`src/rtl/vending_machine_gen.sv`:
```
`default_nettype none
// +----------------------------------------------------------------------------+
// | vending_machine_gen                                                         |
// | Parameterised vending FSM (IDLE/PAY/VEND/CHG) with registered outputs.     |
// | Optional macro STOCK_COUNT_EN adds per-item stock counters and sold_out.   |
// | Revision: 1.0                                                               |
// +----------------------------------------------------------------------------+
module vending_machine_gen #(
    parameter int ITEM_W     = 2,
    parameter int CREDIT_W   = 6,
    parameter int BASE_PRICE = 2,
    parameter int PRICE_STEP = 1,
    parameter int STOCK_INIT = 3
) (
    input  logic                clk,
    input  logic                reset_n,
    input  logic                sel,
    input  logic [ITEM_W-1:0]   item,
    input  logic                coin_10,
    input  logic                coin_50,
    input  logic                coin_100,
    input  logic                cancel,
    output logic [CREDIT_W-1:0] price,
    output logic [CREDIT_W-1:0] credit,
    output logic [ITEM_W:0]     item_rels,
    output logic                change_10,
    output logic                coin_reject,
    output logic                sold_out,
    output logic                busy
);

    localparam int C_N_ITEMS = 2 ** ITEM_W;
    localparam int SUM_W     = CREDIT_W + 5;
    localparam logic [SUM_W-1:0]    C_MAX_CREDIT = SUM_W'((2 ** CREDIT_W) - 1);
    localparam logic [CREDIT_W-1:0] C_ONE        = CREDIT_W'(1);

    typedef enum logic [1:0] {
        S_IDLE = 2'd0,
        S_PAY  = 2'd1,
        S_VEND = 2'd2,
        S_CHG  = 2'd3
    } state_t;

    state_t              r_state, w_state_nx;
    logic [ITEM_W-1:0]   r_item, w_item_nx;
    logic [CREDIT_W-1:0] r_change, w_change_nx;
    logic [CREDIT_W-1:0] w_price_nx, w_credit_nx, w_sel_price;
    logic [ITEM_W:0]     w_rels_nx;
    logic                w_chg10_nx, w_reject_nx, w_soldout_nx;
    logic [SUM_W-1:0]    w_coin_sum, w_credit_sum;
    logic                w_any_coin, w_in_stock;

    function automatic logic [CREDIT_W-1:0] price_of(input logic [ITEM_W-1:0] idx);
        int p;
        p = BASE_PRICE + int'(idx) * PRICE_STEP;
        return p[CREDIT_W-1:0];
    endfunction

`ifdef STOCK_COUNT_EN
    localparam int STOCK_W = (STOCK_INIT < 1) ? 1 : $clog2(STOCK_INIT + 1);
    logic [STOCK_W-1:0] r_stock [C_N_ITEMS];

    // Counters reload only through reset; VEND consumes one unit, saturating at 0.
    always_ff @(posedge clk or negedge reset_n) begin
        if (!reset_n) begin
            for (int i = 0; i < C_N_ITEMS; i++) begin
                r_stock[i] <= STOCK_W'(STOCK_INIT);
            end
        end else if (r_state == S_VEND && r_stock[r_item] != '0) begin
            r_stock[r_item] <= r_stock[r_item] - STOCK_W'(1);
        end
    end

    assign w_in_stock = (r_stock[item] != '0);
`else
    // Unlimited stock; STOCK_INIT only matters when counters are built.
    assign w_in_stock = 1'b1 | (STOCK_INIT != 0);
`endif

    assign w_any_coin   = coin_10 | coin_50 | coin_100;
    assign w_coin_sum   = (coin_10  ? SUM_W'(1)  : '0)
                        + (coin_50  ? SUM_W'(5)  : '0)
                        + (coin_100 ? SUM_W'(10) : '0);
    assign w_credit_sum = SUM_W'(credit) + w_coin_sum;
    assign w_sel_price  = price_of(item);

    always_ff @(posedge clk or negedge reset_n) begin
        if (!reset_n) begin
            r_state     <= S_IDLE;
            r_item      <= '0;
            r_change    <= '0;
            price       <= '0;
            credit      <= '0;
            item_rels   <= '0;
            change_10   <= 1'b0;
            coin_reject <= 1'b0;
            sold_out    <= 1'b0;
            busy        <= 1'b0;
        end else begin
            r_state     <= w_state_nx;
            r_item      <= w_item_nx;
            r_change    <= w_change_nx;
            price       <= w_price_nx;
            credit      <= w_credit_nx;
            item_rels   <= w_rels_nx;
            change_10   <= w_chg10_nx;
            coin_reject <= w_reject_nx;
            sold_out    <= w_soldout_nx;
            busy        <= (w_state_nx != S_IDLE);
        end
    end

    // Entering CHG already emits the first change pulse, so r_change holds the pulses still owed.
    always_comb begin
        w_state_nx   = r_state;
        w_item_nx    = r_item;
        w_change_nx  = r_change;
        w_price_nx   = price;
        w_credit_nx  = credit;
        w_rels_nx    = '0;
        w_chg10_nx   = 1'b0;
        w_reject_nx  = 1'b0;
        w_soldout_nx = 1'b0;
        case (r_state)
            S_IDLE: begin
                w_reject_nx = w_any_coin;
                w_price_nx  = '0;
                w_credit_nx = '0;
                if (sel) begin
                    if (w_in_stock) begin
                        w_item_nx  = item;
                        w_price_nx = w_sel_price;
                        w_state_nx = S_PAY;
                    end else begin
                        w_soldout_nx = 1'b1;
                    end
                end
            end
            S_PAY: begin
                if (cancel) begin
                    w_reject_nx = w_any_coin;
                    w_credit_nx = '0;
                    if (credit != '0) begin
                        w_state_nx  = S_CHG;
                        w_chg10_nx  = 1'b1;
                        w_change_nx = credit - C_ONE;
                    end else begin
                        w_state_nx  = S_IDLE;
                        w_change_nx = '0;
                        w_price_nx  = '0;
                    end
                end else begin
                    if (sel) begin
                        if (w_in_stock) begin
                            w_item_nx  = item;
                            w_price_nx = w_sel_price;
                        end else begin
                            w_soldout_nx = 1'b1;
                        end
                    end
                    if (w_credit_sum > C_MAX_CREDIT) begin
                        w_reject_nx = 1'b1;
                    end else begin
                        w_credit_nx = w_credit_sum[CREDIT_W-1:0];
                    end
                    if (w_credit_nx >= w_price_nx) begin
                        w_state_nx = S_VEND;
                        w_rels_nx  = {1'b1, w_item_nx};
                    end
                end
            end
            S_VEND: begin
                w_reject_nx = w_any_coin;
                w_credit_nx = '0;
                if (credit > price) begin
                    w_state_nx  = S_CHG;
                    w_chg10_nx  = 1'b1;
                    w_change_nx = credit - price - C_ONE;
                end else begin
                    w_state_nx  = S_IDLE;
                    w_change_nx = '0;
                    w_price_nx  = '0;
                end
            end
            S_CHG: begin
                w_reject_nx = w_any_coin;
                if (r_change != '0) begin
                    w_chg10_nx  = 1'b1;
                    w_change_nx = r_change - C_ONE;
                end else begin
                    w_state_nx = S_IDLE;
                    w_price_nx = '0;
                end
            end
            default: begin
                w_state_nx = S_IDLE;
            end
        endcase
    end

endmodule
`default_nettype wire

```
`config.mk`:
```
export PLATFORM = sky130hd
export DESIGN_NAME = vending_machine_gen
export DESIGN_NICKNAME = d
export VERILOG_FILES = /design/src/rtl/vending_machine_gen.sv
export SDC_FILE = /design/constraint.sdc
export NUM_CORES = 1
export LEC_CHECK = 0
export CAP_MARGIN = 20
export CORE_UTILIZATION = 57
export CTS_BUF_LIST = sky130_fd_sc_hd__clkbuf_16
export CTS_CLUSTER_DIAMETER = 150
export DETAILED_ROUTE_END_ITERATION = 10
export GPL_TIMING_DRIVEN = 0
export PLACE_DENSITY = 0.82
export SETUP_SLACK_MARGIN = 0.02
export SKIP_CTS_REPAIR_TIMING = 1
export SLEW_MARGIN = 15
export SYNTH_ARGS = -nofsm -noshare
export SYNTH_HDL_FRONTEND = slang
export SYNTH_SLANG_ARGS = --single-unit
```
`constraint.sdc`:
```
create_clock -name clk -period 8 [get_ports clk]
set_input_delay 2.4 -clock clk [delete_from_list [all_inputs] [get_ports clk]]
set_output_delay 2.4 -clock clk [all_outputs]
set_load 0.01 [all_outputs]
```
[Word level (Yosys, flattened, before mapping)]
Index checks and enable logic that the tools add are counted.
W data, S select, Z words.
Operators by class
  $add $sub $neg: 8
  bitwise logic cells: 2
  reductions and logical operators: 12
  magnitude comparators: 3
  mux-type cells: 43
  equal/unequal tests: 9
Operators by type and width (number)
  $mux W6: 15
  $pmux W6 S4: 1
  $pmux W6 S3: 1
  $sub A6 B1 Y6 const B: 3
  $mux W2: 8
  $mux W3: 5
  $pmux W6 S2: 1
  $reduce_bool A6 Y1: 2
  $ne A2 B2 Y1 const B: 5
  $pmux W2 S4: 1
  $add A6 B5 Y7: 1
  $gt A7 B6 Y1 const B: 1
  $mux W1: 7
  $ge A6 B6 Y1: 1
  $gt A6 B6 Y1: 1
  $reduce_and A3 Y1: 2
  $reduce_bool A2 Y1: 3
  $sub A6 B6 Y6: 1
  $add A4 B4 Y5: 1
  $add A1 B3 Y4: 1
  $eq A2 B2 Y1 const B: 2
  $mux W4: 1
  $pmux W2 S2: 1
  $add A2 B2 Y3 const A: 1
  other kinds (10): 11
Word-level totals
  flip-flop bits (word level): 28
  input port bits: 9

[Depth between registers and ports, before layout]
Gate-level depths: netlist of run 1.
  depth after elaboration: 13
  mapped depth: 13

[Worst setup path after synthesis of run 1]
OpenSTA, ideal clock, no wires.
  path type: input-to-reg
  from: input coin_10
  to: register r_state[0]
  slack: 2.884 ns
  cell stages on the path: 10
  library setup time: 0.124 ns
  arrival: 4.992 ns
  path buffers: 0
  path through: fa_1 -> fa_1 -> a21o_1 -> a21o_1 -> nand3_1 -> mux2_1 -> ha_1 -> a21oi_1 -> o21a_1 -> a211o_1
On the way
  word-level cells in the longest chain between the ends: 12
RTL lines
  start, declared: line 19  | input logic coin_10,
  $mux W1 *: line 81  | assign w_coin_sum = (coin_10 ? SUM_W'(1) : '0)
  $add A1 B3 Y4 *: line 82  | + (coin_50 ? SUM_W'(5) : '0)
  $add A4 B4 Y5 *: line 83  | + (coin_100 ? SUM_W'(10) : '0);
  $add A6 B5 Y7 *: line 84  | assign w_credit_sum = SUM_W'(credit) + w_coin_sum;
  $gt A7 B6 Y1: line 161  | if (w_credit_sum > C_MAX_CREDIT) begin
  $mux W6 *: line 161
  $mux W6 *: line 140  | if (cancel) begin
  $mux W6 *: line 124  | case (r_state)
  $ge A6 B6 Y1 *: line 166  | if (w_credit_nx >= w_price_nx) begin
  $mux W2 *: line 166
  $mux W2 *: line 140
  $pmux W2 S4 *: line 124
  via w_state_nx[0]: line 44  | state_t r_state, w_state_nx;
  end signal, assigned: line 100  | r_state <= w_state_nx;
  end, declared: line 44
The timed path passes the listed nets; every way through them passes the cells marked *. The select of a mux whose other input is x is not followed.
A chain may end at the register's enable or synchronous reset.

[Worst setup path in the final report of run 1]
Same ends and word-level chain as after synthesis.

==> flow_metrics.py, run 1 <==
metrics = {
    "logic_synthesis": {
        "synth_top_family_by_area": "compound AO/OA/AOI/OAI gates",
        "synthMuxAreaShare_pct": 2.03,
        "synth_top_area_share_pct": 31.6,
        "synth_edf_count": 0,
        "synth_nets": 292,
        "ys.flop_type": "dfrtp_1",
        "ys_seq_elements": 28,
        "post_synth_num_cell_types": 51,
        "synth_area_sq_um": 2220,
        "async_flop_share_pct": 100,
        "synth-simple-area-share_pct": 17.7,
        "synthTopCellsByCount": "28 x dfrtp_1, 24 x nand2_1, 21 x ha_1, 21 x nor2_1, 20 x a21oi_1",
        "synthCells": 259,
        "synth_xor_area_share_pct": 1.98,
        "synth.most_common_cell": "dfrtp_1",
        "syn_avg_cell_area_sq_um": 8.56,
        "synth-compound-area-share_pct": 26.5,
        "yosys-top-cells-area": "dfrtp_1 32%, ha_1 12%, a21oi_1 4.5%, nand2_1 4.1%, nor2_1 3.6%",
        "synthAdderAreaFrac_pct": 14.6,
        "yosysWarnings": 0,
        "ys_seq_area_share_pct": 31.6,
        "synth_largest_area_cell": "dfrtp_1",
    },
    "power_and_ir_drop": {
        "power_density_nw_per_um2": 340,
        "pwr-share-seq_pct": 26.5,
        "clkPwrFrac_pct": 16.8,
        "intPower_uw": 511,
        "combPwrFrac_pct": 56.7,
        "max-vdd-ir-drop_v": 0.000140,
        "finalPower_uw": 896,
        "p_switching_uw": 385,
        "leakage_nw": 1.19,
        "p_sw_share_pct": 43.0,
    },
    "global_route": {
        "grt_max_degree": 29,
        "overflow": 0,
        "grt_pass1_wl_um": 9000,
        "antenna_found_initial": 0,
        "track_usage_pct": 28.3,
        "grt_pass1_vias": 1932,
    },
    "timing": {
        "hold_viol": 0,
        "min_period_over_period_pct": 69.8,
        "rsz0062_at_grt": "no",
        "period_needed_ps": 5590,
        "slew_viol_final": 0,
        "timing.hold.ws_ps": 510,
        "setup_viol": 0,
        "fmax_mhz": 179,
        "finalWorstSetupSlack_ps": 2410,
        "setup_tns_ps": 0,
        "fin_skew_ps": 5.61,
        "tightest_slew_ps": 668,
        "slew_headroom_pct": 55.1,
    },
    "placed_design": {
        "place_congestion": 0.928,
        "post-place-cells": 333,
        "dpl_worst_slack_ps": 2170,
        "io_buffers": 26,
        "dpl.hpwl_um": 4030,
        "placed_area_sq_um": 2530,
    },
    "routing": {
        "drc": 0,
        "postRouteAntennaNets": 0,
        "via_per_inst": 6.11,
        "firstDrtPassIters": 4,
        "routed_wl_um": 5450,
        "num_vias": 2058,
        "wl_per_cell_um": 16.2,
        "first_iter_violations": 156,
    },
    "cts": {
        "clock_sinks": 28,
        "clock_latency_ps": 270,
        "clkSlewWorstSetupHoldPaths_ps": 70,
        "numCtsBuffers": 3,
        "cts_root_buf": "clkbuf_16",
        "cts_max_level": 1,
        "tritoncts": "yes",
        "clock_path_buffers": 2,
    },
    "die": {
        "ios": 28,
        "start_util_pct": 60.1,
        "die_h_um": 64.4,
        "rows": 22,
        "fp.dieW_um": 64.4,
        "core_sq_um": 3690,
        "die_area_sq_um": 4140,
    },
    "worst_setup_path": {
        "worst_setup_path_start_kind": "primary input",
        "worstPathRequired_ps": 8210,
        "path_class": "in2reg",
        "endpoint_kind": "flop",
        "path_max_fanout": 8,
        "crit_arrival_ps": 5790,
    },
    "finish": {
        "layout-drive-gt1-share_pct": 4.84,
        "stdcell_area_sq_um": 2640,
        "fin_util_pct": 71.5,
        "synthToLayoutAreaGrowth_pct": 19.0,
        "nets": 323,
        "num_antenna_cells": 0,
        "final_cell_count_no_fill": 337,
    },
    "run_status": {
        "status": "finished clean",
    },
    "hold_path": {
        "worstHoldPathType": "reg2reg",
    },
    "run": {
        "cap_violations": 0,
    },
}
power groups by stage:
stage	clock, mW	sequential, mW	combinational [mW]
after detailed placement	0	0.239	0.495
after CTS	0.153	0.237	0.501
after global placement	0	0.238	0.484
final	0.151	0.237	0.508
after global routing	0.157	0.243	0.566
after floorplan	0	0.235	0.354
layer usage:
metal / vias up / part of all wire (%) / GRT usage [%]
met3: 11 / 6.4 / 2.68
met5: - / 0 / 0
li1: 996 / - / -
met4: 0 / 2.2 / 9.72
met2: 80 / 47 / 47.9
met1: 971 / 44 / 37.5
logic make-up (layout without fill, tap and decap cells):
logic type      count (synthesis)  in the layout
xor+xnor                        5              5
buf+inv                        30             60
mux                             4              4
compound gates                 86             86
simple gates                   81             81
flops                          28             28
fa+ha+maj                      24             24
other cells                     1              1
flip-flops by register name, indices dropped and copies added (netlist names):
name         count
r_state          2
r_item           2
credit           6
r_change         6
change_10        1
item_rels        3
price            6
busy             1
coin_reject      1
cells in the final DEF, fill, tap and decap left out, types with 5 or more instances in the layout:
master,instances
a211oi_1,6
clkbuf_1,5
o21ai_0,8
clkdlybuf4s50_1,25
o21ai_1,5
nor3_1,9
o21a_1,9
nand2b_1,7
a21o_1,7
nand3_1,5
a22o_1,6
ha_1,21
a21oi_1,20
inv_1,19
nor2_1,21
a31oi_1,5
dfrtp_1,28
nand2_1,24
path summary, 6_finish.rpt:
kind                       startpoint         end  slack [ps]  depth (start not counted)
min in group asynchronous     reset_n        busy        2140                          1
max                           coin_10  r_state[0]        2410                         14
max in group asynchronous     reset_n   credit[4]        5450                          1
min reg2reg                  price[2]    price[2]         510                          1
min                          price[2]    price[2]         510                          1
max reg2reg                 credit[0]  r_state[0]        4540                         13
cell type report:
type / count / area, sq um
tap: 48 / 60.1
sequential: 28 / 701
clock buffer: 3 / 75.1
timing repair buffer: 26 / 255
clock inverter: 1 / 30.0
inverter: 21 / 78.8
buffer: 9 / 41.3
multi-input combinational: 201 / 1400
fill: 288 / 1050
worst max-delay path: stages:
cell and delay (ps):
clkdlybuf4s50_1 450, fa_1 470, fa_1 410, a21o_1 190, a21o_1 230, nand3_1 240, nor2_1 80, a21oi_1 180
ha_1 260, nand2b_1 140, a21o_1 180, a21oi_1 130, o21a_1 260, a211o_1 170
No activity file was read; power rests on OpenSTA's default activity.
==> run 2, diff against run 1 <==
--- a/config.mk
+++ b/config.mk
@@ -6,12 +6,12 @@
 export NUM_CORES = 1
 export LEC_CHECK = 0
 export CAP_MARGIN = 20
-export CORE_UTILIZATION = 57
+export CORE_UTILIZATION = 56
 export CTS_BUF_LIST = sky130_fd_sc_hd__clkbuf_16
 export CTS_CLUSTER_DIAMETER = 150
 export DETAILED_ROUTE_END_ITERATION = 10
 export GPL_TIMING_DRIVEN = 0
-export PLACE_DENSITY = 0.82
+export PLACE_DENSITY = 0.81
 export SETUP_SLACK_MARGIN = 0.02
 export SKIP_CTS_REPAIR_TIMING = 1
 export SLEW_MARGIN = 15
==> constraint.sdc (replaced) <==
create_clock -name clk -period 5.9 [get_ports clk]
set_input_delay 1.77 -clock clk [delete_from_list [all_inputs] [get_ports clk]]
set_output_delay 1.77 -clock clk [all_outputs]
set_load 0.01 [all_outputs]
==> run 2 against run 1 <==
  * Critical path depth unchanged
  * Register-to-register slack got worse by 2100 ps
  * Worst hold slack got worse by 17 ps
  * Largest power group unchanged
==> flow_metrics.py, run 2 (synthesis results as in run 1) <==
metrics = {
    "global_route": {
        "overflow": 0,
        "grt_pass1_vias": 1863,
        "grt_pass1_wl_um": 9040,
        "grt_max_degree": 29,
        "track_usage_pct": 28.4,
        "antenna_found_initial": 0,
    },
    "hold_path": {
        "worstHoldPathType": "reg2reg",
    },
    "routing": {
        "num_vias": 2039,
        "routed_wl_um": 5340,
        "drc": 0,
        "firstDrtPassIters": 4,
        "via_per_inst": 6.05,
        "first_iter_violations": 163,
        "wl_per_cell_um": 15.8,
        "postRouteAntennaNets": 0,
    },
    "finish": {
        "nets": 323,
        "top_regs": "credit x6, price x6, r_change x6",
        "final_cell_mix": "28 x dfrtp_1, 25 x clkdlybuf4s50_1, 24 x nand2_1",
        "layout-drive-gt1-share_pct": 4.84,
        "num_antenna_cells": 0,
        "synthToLayoutAreaGrowth_pct": 19.0,
        "fin_util_pct": 70.9,
        "stdcell_area_sq_um": 2640,
        "layout_commonest_cell": "dfrtp_1",
    },
    "timing": {
        "period_needed_ps": 4950,
        "rsz0062_at_grt": "no",
        "setup_tns_ps": 0,
        "fmax_mhz": 202,
        "slew_headroom_pct": 57.9,
        "tightest_slew_ps": 632,
        "setup_viol": 0,
        "slew_viol_final": 0,
        "hold_viol": 0,
        "finalWorstSetupSlack_ps": 951,
        "min_period_over_period_pct": 83.9,
        "fin_skew_ps": 4.62,
    },
    "power_and_ir_drop": {
        "clkPwrFrac_pct": 16.8,
        "p_sw_share_pct": 42.6,
        "p_switching_uw": 515,
        "max-vdd-ir-drop_v": 0.000186,
        "power_density_nw_per_um2": 458,
        "pwr-share-seq_pct": 26.6,
        "combPwrFrac_pct": 56.7,
        "leakage_nw": 1.19,
        "finalPower_mw": 1.21,
        "intPower_uw": 693,
    },
    "die": {
        "rows": 22,
        "core_sq_um": 3720,
        "die_h_um": 64.9,
        "die_area_sq_um": 4210,
        "start_util_pct": 59.6,
        "fp.dieW_um": 64.9,
        "ios": 28,
    },
    "placed_design": {
        "dpl_worst_slack_ps": 692,
        "io_buffers": 26,
        "dpl.hpwl_um": 4030,
        "placed_area_sq_um": 2530,
        "place_congestion": 0.920,
    },
    "worst_setup_path": {
        "endpoint_kind": "flop",
        "crit_arrival_ps": 5160,
        "worstPathRequired_ps": 6110,
        "worst_setup_path_start_kind": "primary input",
        "path_max_fanout": 8,
        "path_class": "in2reg",
    },
    "run": {
        "cap_violations": 0,
    },
    "cts": {
        "clock_latency_ps": 270,
        "cts_root_buf": "clkbuf_16",
        "numCtsBuffers": 3,
        "tritoncts": "yes",
        "clock_sinks": 28,
        "clock_path_buffers": 2,
        "cts_max_level": 1,
        "clkSlewWorstSetupHoldPaths_ps": 70,
    },
    "run_status": {
        "status": "finished clean",
    },
}
==> run 2: cell counts in the layout (fill, tap and decap cells not counted) <==
No cell type changed its count.
==> run 2: power groups by stage <==
stage | clock, mW | sequential, mW | combinational (mW)
3_5_place_dp | 0 | 0.323 | 0.673
3_3_place_gp | 0 | 0.320 | 0.658
2_1_floorplan | 0 | 0.319 | 0.480
4_1_cts | 0.205 | 0.320 | 0.681
5_1_grt | 0.212 | 0.330 | 0.770
6_report | 0.203 | 0.321 | 0.685
==> run 2: routing by layer <==
metal	routed length (um)	up-vias	track usage [%]	share of wire, %
li1	-	1000	-	-
met1	2430	968	39.0	45
met2	2530	60	46.7	47
met3	267	11	2.29	5.0
met4	110	0	10.0	2.1
met5	0	-	0	0
==> run 2: worst paths after layout <==
| kind | startpoint | end | slack (ps) | cells past startpoint |
|---|---|---|---|---|
| setup / recovery | coin_10 | r_state[0] | 950 | 14 |
| hold / removal | r_item[0] | r_item[0] | 490 | 1 |
| setup reg to reg | credit[0] | r_state[0] | 2440 | 13 |
| hold reg to reg | r_item[0] | r_item[0] | 490 | 1 |
| max in group asynchronous | reset_n | r_change[1] | 3970 | 1 |
| min in group asynchronous | reset_n | r_change[4] | 1520 | 1 |
==> run 2: cell type report <==
class	count	area [sq um]
Multi-Input combinational cell	201	1400
Inverter	21	78.8
Clock buffer	3	75.1
Clock inverter	1	30.0
Fill cell	328	1080
Buffer	9	41.3
Timing Repair Buffer	26	255
Sequential cell	28	701
Tap cell	48	60.1
==> run 2: stage by stage <==
stage	instances	hold slack, ps
CTS	337	500
detailed placement	333	484
finish	337	493
global route	337	522
global placement	333	474
floorplan	259	465
==> run 2: critical path, cell delays in order <==
cell and delay (ps):
clkdlybuf4s50_1 450, fa_1 470, fa_1 410, a21o_1 180
a21o_1 230, nand3_1 240, nor2_1 70, a21oi_1 190
ha_1 260, nand2b_1 140, a21o_1 170, a21oi_1 130
o21a_1 260, a211o_1 170
==> run 3, diff against run 2 <==
==> constraint.sdc (replaced) <==
create_clock -name clk -period 4.8 [get_ports clk]
set_input_delay 1.44 -clock clk [delete_from_list [all_inputs] [get_ports clk]]
set_output_delay 1.44 -clock clk [all_outputs]
set_load 0.01 [all_outputs]
==> run 3 against run 2 <==
  * Final cell count stayed put
  * Critical path depth stayed put
  * Wire length is 0.90% lower
  * Global-route usage stayed put
  * Design area is 0.19% higher
  * Worst hold slack hardly changed
  * Sequential cell count stayed put
  * Die area stayed put
  * Combinational power is 23% higher
  * Register-to-register slack worse by 1000 ps
  * Largest power group unchanged
==> flow_metrics.py, run 3 (synthesis results as in run 1) <==
metrics = {
    "timing": {
        "rsz0062_at_grt": "no",
        "hold_viol": 0,
        "setup_tns_ps": 0,
        "slew_headroom_pct": 56.5,
        "fmax_mhz": 220,
        "fin_skew_ps": 3.99,
        "setup_viol": 0,
        "period_needed_ps": 4550,
        "slew_viol_final": 0,
        "tightest_slew_ps": 648,
        "min_period_over_period_pct": 94.7,
    },
    "placed_design": {
        "place_congestion": 0.920,
        "dpl.hpwl_um": 4030,
        "io_buffers": 26,
    },
    "finish": {
        "synthToLayoutAreaGrowth_pct": 19.2,
        "top_regs": "credit x6, price x6, r_change x6",
        "regArea_sq_um": 701,
        "layout_commonest_cell": "dfrtp_1",
        "num_antenna_cells": 0,
        "layout-drive-gt1-share_pct": 5.19,
        "multi_input_area_sq_um": 1400,
        "nets": 323,
        "fill_cells": 328,
        "final_cell_mix": "28 x dfrtp_1, 25 x clkdlybuf4s50_1, 24 x nand2_1",
    },
    "worst_setup_path": {
        "r2r-start": "credit[0]",
        "worstPathRequired_ps": 5000,
        "path_max_fanout": 8,
        "path_cells": "clkdlybuf4s50_1 > fa_1 > fa_1 > a21o_1 > a21o_1 > nand3_2 > nor2_1 > a21oi_1 > ha_1 > nand2b_1 > a21o_1 > a21oi_1 > o21a_1 > a211o_1",
        "crit_arrival_ps": 4750,
        "path_class": "in2reg",
        "cp_num_cells": 14,
        "crit_path_end": "r_state[0]",
        "reg2reg_to": "r_state[0]",
        "path_buf_inv": 1,
        "cpPeakStageDelay_ps": 470,
        "endpoint_kind": "flop",
        "crit_family": "compound AO/OA/AOI/OAI gates",
        "r2r_setup_slack_ps": 1420,
        "crit_start": "coin_10",
        "cpMostUsedCell": "a21o_1",
        "worst_setup_path_start_kind": "primary input",
        "critPathSlowestCell": "fa_1",
        "rr_worst_depth": 13,
    },
    "global_route": {
        "grt_max_degree": 29,
        "track_usage_pct": 28.4,
        "antenna_found_initial": 0,
        "grt_pass1_wl_um": 9040,
        "overflow": 0,
        "grt_pass1_vias": 1863,
    },
    "die": {
        "start_util_pct": 59.6,
        "core_sq_um": 3720,
        "rows": 22,
        "fp.dieW_um": 64.9,
        "die_h_um": 64.9,
        "ios": 28,
        "die_area_sq_um": 4210,
    },
    "hold_path": {
        "worstHoldPathType": "reg2reg",
    },
    "routing": {
        "drc": 0,
        "num_vias": 2027,
        "wl_per_cell_um": 15.7,
        "first_iter_violations": 170,
        "postRouteAntennaNets": 0,
        "firstDrtPassIters": 4,
        "routed_wl_um": 5290,
        "via_per_inst": 6.01,
    },
    "run_status": {
        "status": "finished clean",
    },
    "cts": {
        "cts_max_level": 1,
        "clock_path_buffers": 2,
        "numCtsBuffers": 3,
        "cts_root_buf": "clkbuf_16",
        "clock_latency_ps": 270,
        "clkSlewWorstSetupHoldPaths_ps": 70,
        "clock_sinks": 28,
        "tritoncts": "yes",
    },
    "power_and_ir_drop": {
        "finalPower_mw": 1.48,
        "leakage_nw": 1.19,
        "max-vdd-ir-drop_v": 0.000228,
        "power_density_nw_per_um2": 562,
    },
    "run": {
        "cap_violations": 0,
    },
}
run 3: how the worst min path moves through the flow:
stage / slack [ps] / cells past startpoint / startpoint / to
after floorplan: 470 / 1 / r_item[0] / r_item[0]
after global placement: 470 / 1 / r_item[0] / r_item[0]
after detailed placement: 480 / 1 / r_item[0] / r_item[0]
after CTS: 500 / 1 / r_item[0] / r_item[0]
after global routing: 520 / 1 / r_item[0] / r_item[0]
final: 490 / 1 / r_item[0] / r_item[0]
run 3: per-stage QoR:
step	instance area, sq um	setup WS [ps]	std cells	utilization [%]	hold slack (ps)
detailed placement	2530	-77.6	333	68.1	484
finish	2640	255	337	71.1	493
global placement	2540	-42.5	333	68.2	474
global route	2640	63.6	337	71.1	522
CTS	2640	199	337	70.9	500
floorplan	2220	644	259	-	465
run 3: area by class of cell:
cell class | instances | area share [%]
clock buffers | 3 | 2.84
well taps | 48 | 2.27
clock inverters | 1 | 1.14
inverters | 21 | 2.98
flip-flops and latches | 28 | 26.5
multi-input cells | 201 | 53.0
plain buffers | 9 | 1.56
repair buffers | 26 | 9.66
run 3: worst register-to-register path, delay by kind of cell, from the launching register on:
family,cells,cell delay (ps)
AOI/OAI and AO/OA,7,1340
and+or+nand+nor,3,370
DFF,1,490
adders and majority gates,3,1120
run 3: where the power goes:
part	internal, mW	switching, mW	total [mW]
combinational	0.372	0.469	0.841
clock	0.166	0.0816	0.248
sequential	0.313	0.0813	0.395
run 3: layer usage:
metal / part of all wire [%] / wire, um / global-route usage (%)
met1: 46 / 2420 / 39.0
met2: 48 / 2540 / 46.7
met3: 4.3 / 229 / 2.29
met4: 1.9 / 99 / 10.0
met5: 0 / 0 / 0
